`src/rtl/bucket_sch_pkg.sv`:
```
// Shared definitions for the two-port frame scheduler: FSM encoding, FIFO word
// layout and the byte-length to bucket-unit conversion also used by bucket_proc.
package bucket_sch_pkg;

    localparam int PKG_LEN_W   = 11;
    localparam int PKG_BWIDTH  = 5;
    localparam int PKG_UNITS_W = PKG_LEN_W - PKG_BWIDTH + 1;

    // sop/eop sit directly above the data field: rdata = {sop, eop, data}
    localparam int SOP_OFS = 1;
    localparam int EOP_OFS = 0;

    typedef enum logic {
        IDLE = 1'b0,
        SEND = 1'b1
    } sch_state_t;

    // ceil(len / bytes-per-word)
    function automatic logic [PKG_UNITS_W-1:0] calc_units(input logic [PKG_LEN_W-1:0] len);
        return PKG_UNITS_W'(len[PKG_LEN_W-1:PKG_BWIDTH]) + PKG_UNITS_W'(|len[PKG_BWIDTH-1:0]);
    endfunction

endpackage

```
`src/rtl/bucket_rr_arb.sv`:
```
// Two-request round-robin arbiter; the pointer moves past the served port
// only once its frame is finished.
module bucket_rr_arb
    import bucket_sch_pkg::*;
(
    input  logic       clk,
    input  logic       reset,
    input  logic [1:0] req,
    input  logic       done,
    input  logic       done_sel,
    output logic       grant_sel,
    output logic       grant_vld
);

    logic ptr_reg;

    always_ff @(posedge clk or posedge reset) begin
        if (reset) begin
            ptr_reg <= 1'b0;
        end else if (done) begin
            ptr_reg <= ~done_sel;
        end
    end

    always_comb begin
        grant_sel = req[ptr_reg] ? ptr_reg : ~ptr_reg;
        grant_vld = |req;
    end

endmodule

```
`src/rtl/bucket_sch.sv`:
```
// Two-port frame scheduler: round-robin whole-frame forwarding, bucket increment
// reporting at SOP and end-of-frame bucket tag stamping.
module bucket_sch
    import bucket_sch_pkg::*;
#(
    parameter int DATA_W      = 256,
    parameter int DATA_BWIDTH = 5,
    parameter int LEN_WIDTH   = 11,
    parameter int DEPTH_WIDTH = 9
) (
    input  logic                   clk,
    input  logic                   reset,
    input  logic                   p0_ff_empty,
    output logic                   p0_ff_rd,
    input  logic [DATA_W+1:0]      p0_ff_rdata,
    input  logic                   p1_ff_empty,
    output logic                   p1_ff_rd,
    input  logic [DATA_W+1:0]      p1_ff_rdata,
    input  logic                   bucket_af,
    input  logic [DEPTH_WIDTH-1:0] bucket_inc_cnt,
    output logic                   bucket_inc_wr,
    output logic [LEN_WIDTH-1:0]   bucket_inc_wdata,
    input  logic                   out_rdy,
    output logic                   out_vld,
    output logic                   out_sop,
    output logic                   out_eop,
    output logic [DATA_W-1:0]      out_data,
    output logic                   out_port,
    output logic [DEPTH_WIDTH-1:0] out_tag,
    output logic                   sch_len_err
);

    localparam int UNITS_W = LEN_WIDTH - DATA_BWIDTH + 1;

    sch_state_t           state_reg, state_next;
    logic                 sel_reg, sel_next;
    logic [LEN_WIDTH-1:0] len_reg;
    logic [LEN_WIDTH-1:0] word_cnt_reg;

    logic [1:0]           ff_empty, head_sop, head_eop, ff_rd;
    logic                 h_empty, h_sop, h_eop;
    logic [DATA_W-1:0]    sel_data;
    logic [LEN_WIDTH-1:0] head_len, cur_len, cnt_now;
    logic [UNITS_W-1:0]   head_units, cur_units;
    logic                 pop, sop_pop, done, err_next;
    logic                 arb_sel, arb_vld;

    assign ff_empty = {p1_ff_empty, p0_ff_empty};
    assign head_sop = {p1_ff_rdata[DATA_W+SOP_OFS], p0_ff_rdata[DATA_W+SOP_OFS]};
    assign head_eop = {p1_ff_rdata[DATA_W+EOP_OFS], p0_ff_rdata[DATA_W+EOP_OFS]};

    assign h_empty  = ff_empty[sel_reg];
    assign h_sop    = head_sop[sel_reg];
    assign h_eop    = head_eop[sel_reg];
    assign sel_data = sel_reg ? p1_ff_rdata[DATA_W-1:0] : p0_ff_rdata[DATA_W-1:0];
    assign head_len = sel_data[LEN_WIDTH-1:0];

    // A head word carrying sop is always the first word of its frame, so the
    // length source and word count restart whenever it is the one being popped.
    assign cur_len    = h_sop ? head_len : len_reg;
    assign head_units = UNITS_W'(calc_units(head_len));
    assign cur_units  = UNITS_W'(calc_units(cur_len));
    assign cnt_now    = h_sop ? LEN_WIDTH'(1) :
                        (&word_cnt_reg) ? word_cnt_reg : word_cnt_reg + 1'b1;

    bucket_rr_arb u_arb (
        .clk       (clk),
        .reset     (reset),
        .req       (~ff_empty & head_sop),
        .done      (done),
        .done_sel  (sel_reg),
        .grant_sel (arb_sel),
        .grant_vld (arb_vld)
    );

    always_comb begin
        state_next = state_reg;
        sel_next   = sel_reg;
        ff_rd      = 2'b00;
        pop        = 1'b0;
        sop_pop    = 1'b0;
        done       = 1'b0;
        err_next   = 1'b0;
        case (state_reg)
            IDLE: begin
                // heads without sop cannot start a frame; drop them
                ff_rd    = ~ff_empty & ~head_sop;
                err_next = |ff_rd;
                if (!bucket_af && out_rdy && arb_vld) begin
                    state_next = SEND;
                    sel_next   = arb_sel;
                end
            end
            SEND: begin
                if (!h_empty && h_sop && (word_cnt_reg != '0)) begin
                    // new sop mid-frame: close the current frame, leave the word queued
                    done       = 1'b1;
                    err_next   = 1'b1;
                    state_next = IDLE;
                end else if (!h_empty && out_rdy) begin
                    pop            = 1'b1;
                    sop_pop        = h_sop;
                    ff_rd[sel_reg] = 1'b1;
                    if (h_eop) begin
                        done       = 1'b1;
                        state_next = IDLE;
                        err_next   = (cnt_now != LEN_WIDTH'(cur_units)) || (cur_len == '0);
                    end
                end
            end
            default: state_next = IDLE;
        endcase
    end

    assign p0_ff_rd = ff_rd[0] & ~reset;
    assign p1_ff_rd = ff_rd[1] & ~reset;

    always_ff @(posedge clk or posedge reset) begin
        if (reset) begin
            state_reg        <= IDLE;
            sel_reg          <= 1'b0;
            len_reg          <= '0;
            word_cnt_reg     <= '0;
            out_vld          <= 1'b0;
            out_sop          <= 1'b0;
            out_eop          <= 1'b0;
            out_data         <= '0;
            out_port         <= 1'b0;
            out_tag          <= '0;
            bucket_inc_wr    <= 1'b0;
            bucket_inc_wdata <= '0;
            sch_len_err      <= 1'b0;
        end else begin
            state_reg     <= state_next;
            sel_reg       <= sel_next;
            out_vld       <= pop;
            out_sop       <= pop & h_sop;
            out_eop       <= pop & h_eop;
            bucket_inc_wr <= sop_pop;
            sch_len_err   <= err_next;
            if (pop) begin
                out_data <= sel_data;
                out_port <= sel_reg;
            end
            if (sop_pop) begin
                len_reg          <= head_len;
                bucket_inc_wdata <= head_len;
                out_tag          <= bucket_inc_cnt + DEPTH_WIDTH'(head_units);
            end
            if (done) begin
                word_cnt_reg <= '0;
            end else if (pop) begin
                word_cnt_reg <= cnt_now;
            end
        end
    end

endmodule

```
`config.mk`:
```
export PLATFORM = sky130hd
export DESIGN_NAME = bucket_sch
export DESIGN_NICKNAME = d
export VERILOG_FILES = /design/src/rtl/bucket_sch_pkg.sv /design/src/rtl/bucket_rr_arb.sv /design/src/rtl/bucket_sch.sv
export SDC_FILE = /design/constraint.sdc
export NUM_CORES = 1
export LEC_CHECK = 0
export BUFFER_PORTS_ARGS = -buffer_cell sky130_fd_sc_hd__buf_2
export CORE_AREA = 4 4 319 321
export CTS_CLUSTER_SIZE = 24
export DETAILED_ROUTE_END_ITERATION = 10
export DIE_AREA = 0 0 323 325
export PLACE_DENSITY_LB_ADDON = 0.05
export SETUP_SLACK_MARGIN = 0.4
export SLEW_MARGIN = 40
export SYNTH_ARGS = -nofsm -noshare
export SYNTH_HDL_FRONTEND = slang
export SYNTH_SLANG_ARGS = --single-unit
```
`constraint.sdc`:
```
create_clock -name clk -period 21.8 [get_ports clk]
set_input_delay 4.36 -clock clk [delete_from_list [all_inputs] [get_ports clk]]
set_output_delay 4.36 -clock clk [all_outputs]
set_load 0.02 [all_outputs]
```
==> flow_summary.toml <==
[status]
status = "complete, no violations"

[clock_tree]
numCtsBuffers = 42
clock_latency_ns = 0.56
hold_buffers = 0
clkTransAtPathRegs_ns = 0.05
cts_root_buf = "clkbuf_16"
cts.sinks = 296
htreeDepth = 2
cts_buffer_depth = 3
tritoncts = "yes"
cts_resized = 0
cts_setup_buffers = 0

[setup_path]
cpMaxStageDelayCell = "o2111ai_4"
worstSetupEndpointType = "primary output"
cp_slowest_stage_delay_ns = 0.65
crit_type = "in -> out"
cp.required_ns = 17.44
cp_max_fo = 89
cp_cell_sequence = "buf_2 -> mux2i_1 -> buf_4 -> o2111ai_4 -> buf_6 -> inv_1 -> nand2_1 -> a21oi_1 -> buf_2"
crit_arrival_ns = 6.67
crit_top_cell = "buf_2"
crit_buf_inv = 5
crit_family = "buffers and inverters"
start_kind = "primary input"

[placed_design]
place.gp.congestion = 0.7512
port_buffers = 814
dpl.hpwl_mm = 56.22
dp_cells = 3443

[synthesis]
synth_nets = 1957
synthDistinctLibCells = 50
syn_inst = 1415
yosys.area.top_type = "dfrtp_1"
yosys-top-cells-area = "dfrtp_1 52%, mux2i_1 19%, o21ai_0 10%"
yosysSeqAreaShare_pct = 52.15
yosysWarnings = 0
ys_dominant_reg_cell = "dfrtp_1"
synth_top_area_share_pct = 52.15
synth-seq-cells = 296
async_reset_ff_share_pct = 100.0
avgSynthCellArea_sq_um = 10.04
synth_edf_count = 0
netlist_top_cells_count = "296 x dfrtp_1, 296 x nand2_1, 292 x o21ai_0, 268 x mux2i_1, 92 x clkbuf_1"
post_synth_instance_area_sq_um = 14200

[die]
boundaryPins = 815
start_util_pct = 14.31
num_rows = 116
die_w_microns = 323
dieArea_sq_um = 105000
core-area_sq_um = 99280
die_y_microns = 325

[power_and_ir_drop]
total_power_w = 0.003071
power_density_nw_per_um2 = 145.0
ir_drop_mv = 0.07912
seqPwrFrac_pct = 30.4
cellLeakagePower_nw = 11.07
power_frac_clock_pct = 23.3
intPower_w = 0.001715
p_comb_share_pct = 46.2
sw_frac_of_total_pct = 44.14
p_sw_w = 0.001356

[drt]
drc = 0
wl_mm = 70.50
firstDrtPassIters = 4
vias = 13070
drt_iter0_markers = 541
wl_per_cell_microns = 20.02
ant_nets = 0
routed_via_density = 3.711

[layout]
drive_gt1_share_pct = 40.52
syn_to_final_growth_pct = 49.14
fillers = 11090
nets = 2731
largest_register_ffs = 256
final_cells = 3522

[timing]
setup_viol = 0
rsz0062_at_grt = "false"
period_needed_ns = 11.03
max_slew_margin_pct = 48.86
max_freq_mhz = 90.66
worst_slew_pin_slew_ns = 0.7671
drv_slew = 0
fin_crit_sh_pct = 50.60
fin_tns_setup_ns = 0
finClkSkew_ns = 0.01779
hold_viol = 0

[global_route]
grt_first_pass_wirelength_mm = 99.65
grt_use_total_pct = 12.96
antenna_found_initial = 15
grt_max_degree = 112
grt.overflow.total = 0
grt_pass1_vias = 14210

[run]
drv_cap = 0

[hold_path]
worstHoldPathType = "reg -> reg"
[cell usage in the layout, fill, tap and decap left out, types with 9 or more instances in the layout]
master / count
a21oi_1: 13
o21ai_0: 292
buf_6: 9
buf_2: 814
nand2_1: 296
ha_1: 9
clkbuf_16: 43
nor2_1: 14
clkbuf_1: 12
mux2i_1: 268
xnor2_1: 13
nor3_1: 9
clkbuf_8: 16
dfrtp_1: 295
inv_1: 16
[worst paths after layout]
path / startpoint / to / slack, ns / cells past startpoint
worst max-delay path: p0_ff_rdata[257] / p1_ff_rd / 10.77 / 9
worst min-delay path: out_port / out_port / 0.47 / 2
worst max register to register: word_cnt_reg[0] / out_data[140] / 17.71 / 9
worst min register to register: out_port / out_port / 0.47 / 2
max in group asynchronous: reset / out_data[105] / 16.61 / 4
min in group asynchronous: reset / out_data[15] / 3.90 / 2
[power groups by stage]
stage	Sequential, W	Clock, W	Combinational, W
floorplan	0.00121	0	0.000583
global placement	0.000945	0	0.00147
detailed placement	0.000945	0	0.00148
CTS	0.000942	0.000758	0.00148
global route	0.000971	0.000778	0.00156
finish	0.000935	0.000716	0.00142
[through the flow]
stage               hold WS [ns]  cell area (sq um)  util (%)  setup slack (ns)
global placement          0.4588              19670     19.81             10.51
global route              0.4837              21170     21.33             10.46
CTS                       0.4759              21160     21.32             10.43
detailed placement        0.4617              19720     19.87             10.43
floorplan                 0.4497              14200         -             9.264
finish                    0.4684              21180     21.34             10.77
[cell families (layout without fill, tap and decap cells)]
group	count (synthesis)	count (layout)	share of synthesized area, %
compound gates	345	345	12.99
xor+xnor	18	18	1.207
fa+ha+maj	11	11	1.075
buf+inv	117	923	3.163
flops	296	296	52.15
mux	270	270	19.10
other cells	0	3	0
simple gates	358	358	10.32
[metal layers]
layer,track usage (%),routed length (microns),vias to the layer above
met5,0,69,-
met4,3.251,1713,10
met3,4.038,5117,98
met2,25.13,38270,448
met1,13.33,25330,6042
li1,-,-,6472
[cell type report]
cell class,count,area (sq um),share of cell area (%)
timing repair buffer,830,4260,20.11
inverter,17,76.32,0.3603
antenna,3,7.507,0.03544
tap,1298,1624,7.667
multi-input combinational,1002,6364,30.04
clock inverter,5,97.59,0.4607
clock buffer,71,1341,6.332
sequential,296,7411,34.99
[worst register-to-register path: cells and delay by family, from the launching register on]
kind,cells,cell delay (ns)
adders and majority gates,1,0.22
DFF,1,0.53
AOI/OAI and AO/OA,2,0.90
and+or+nand+nor,2,0.35
buffers and inverters,4,1.96
No activity file was read; power rests on OpenSTA's default activity.
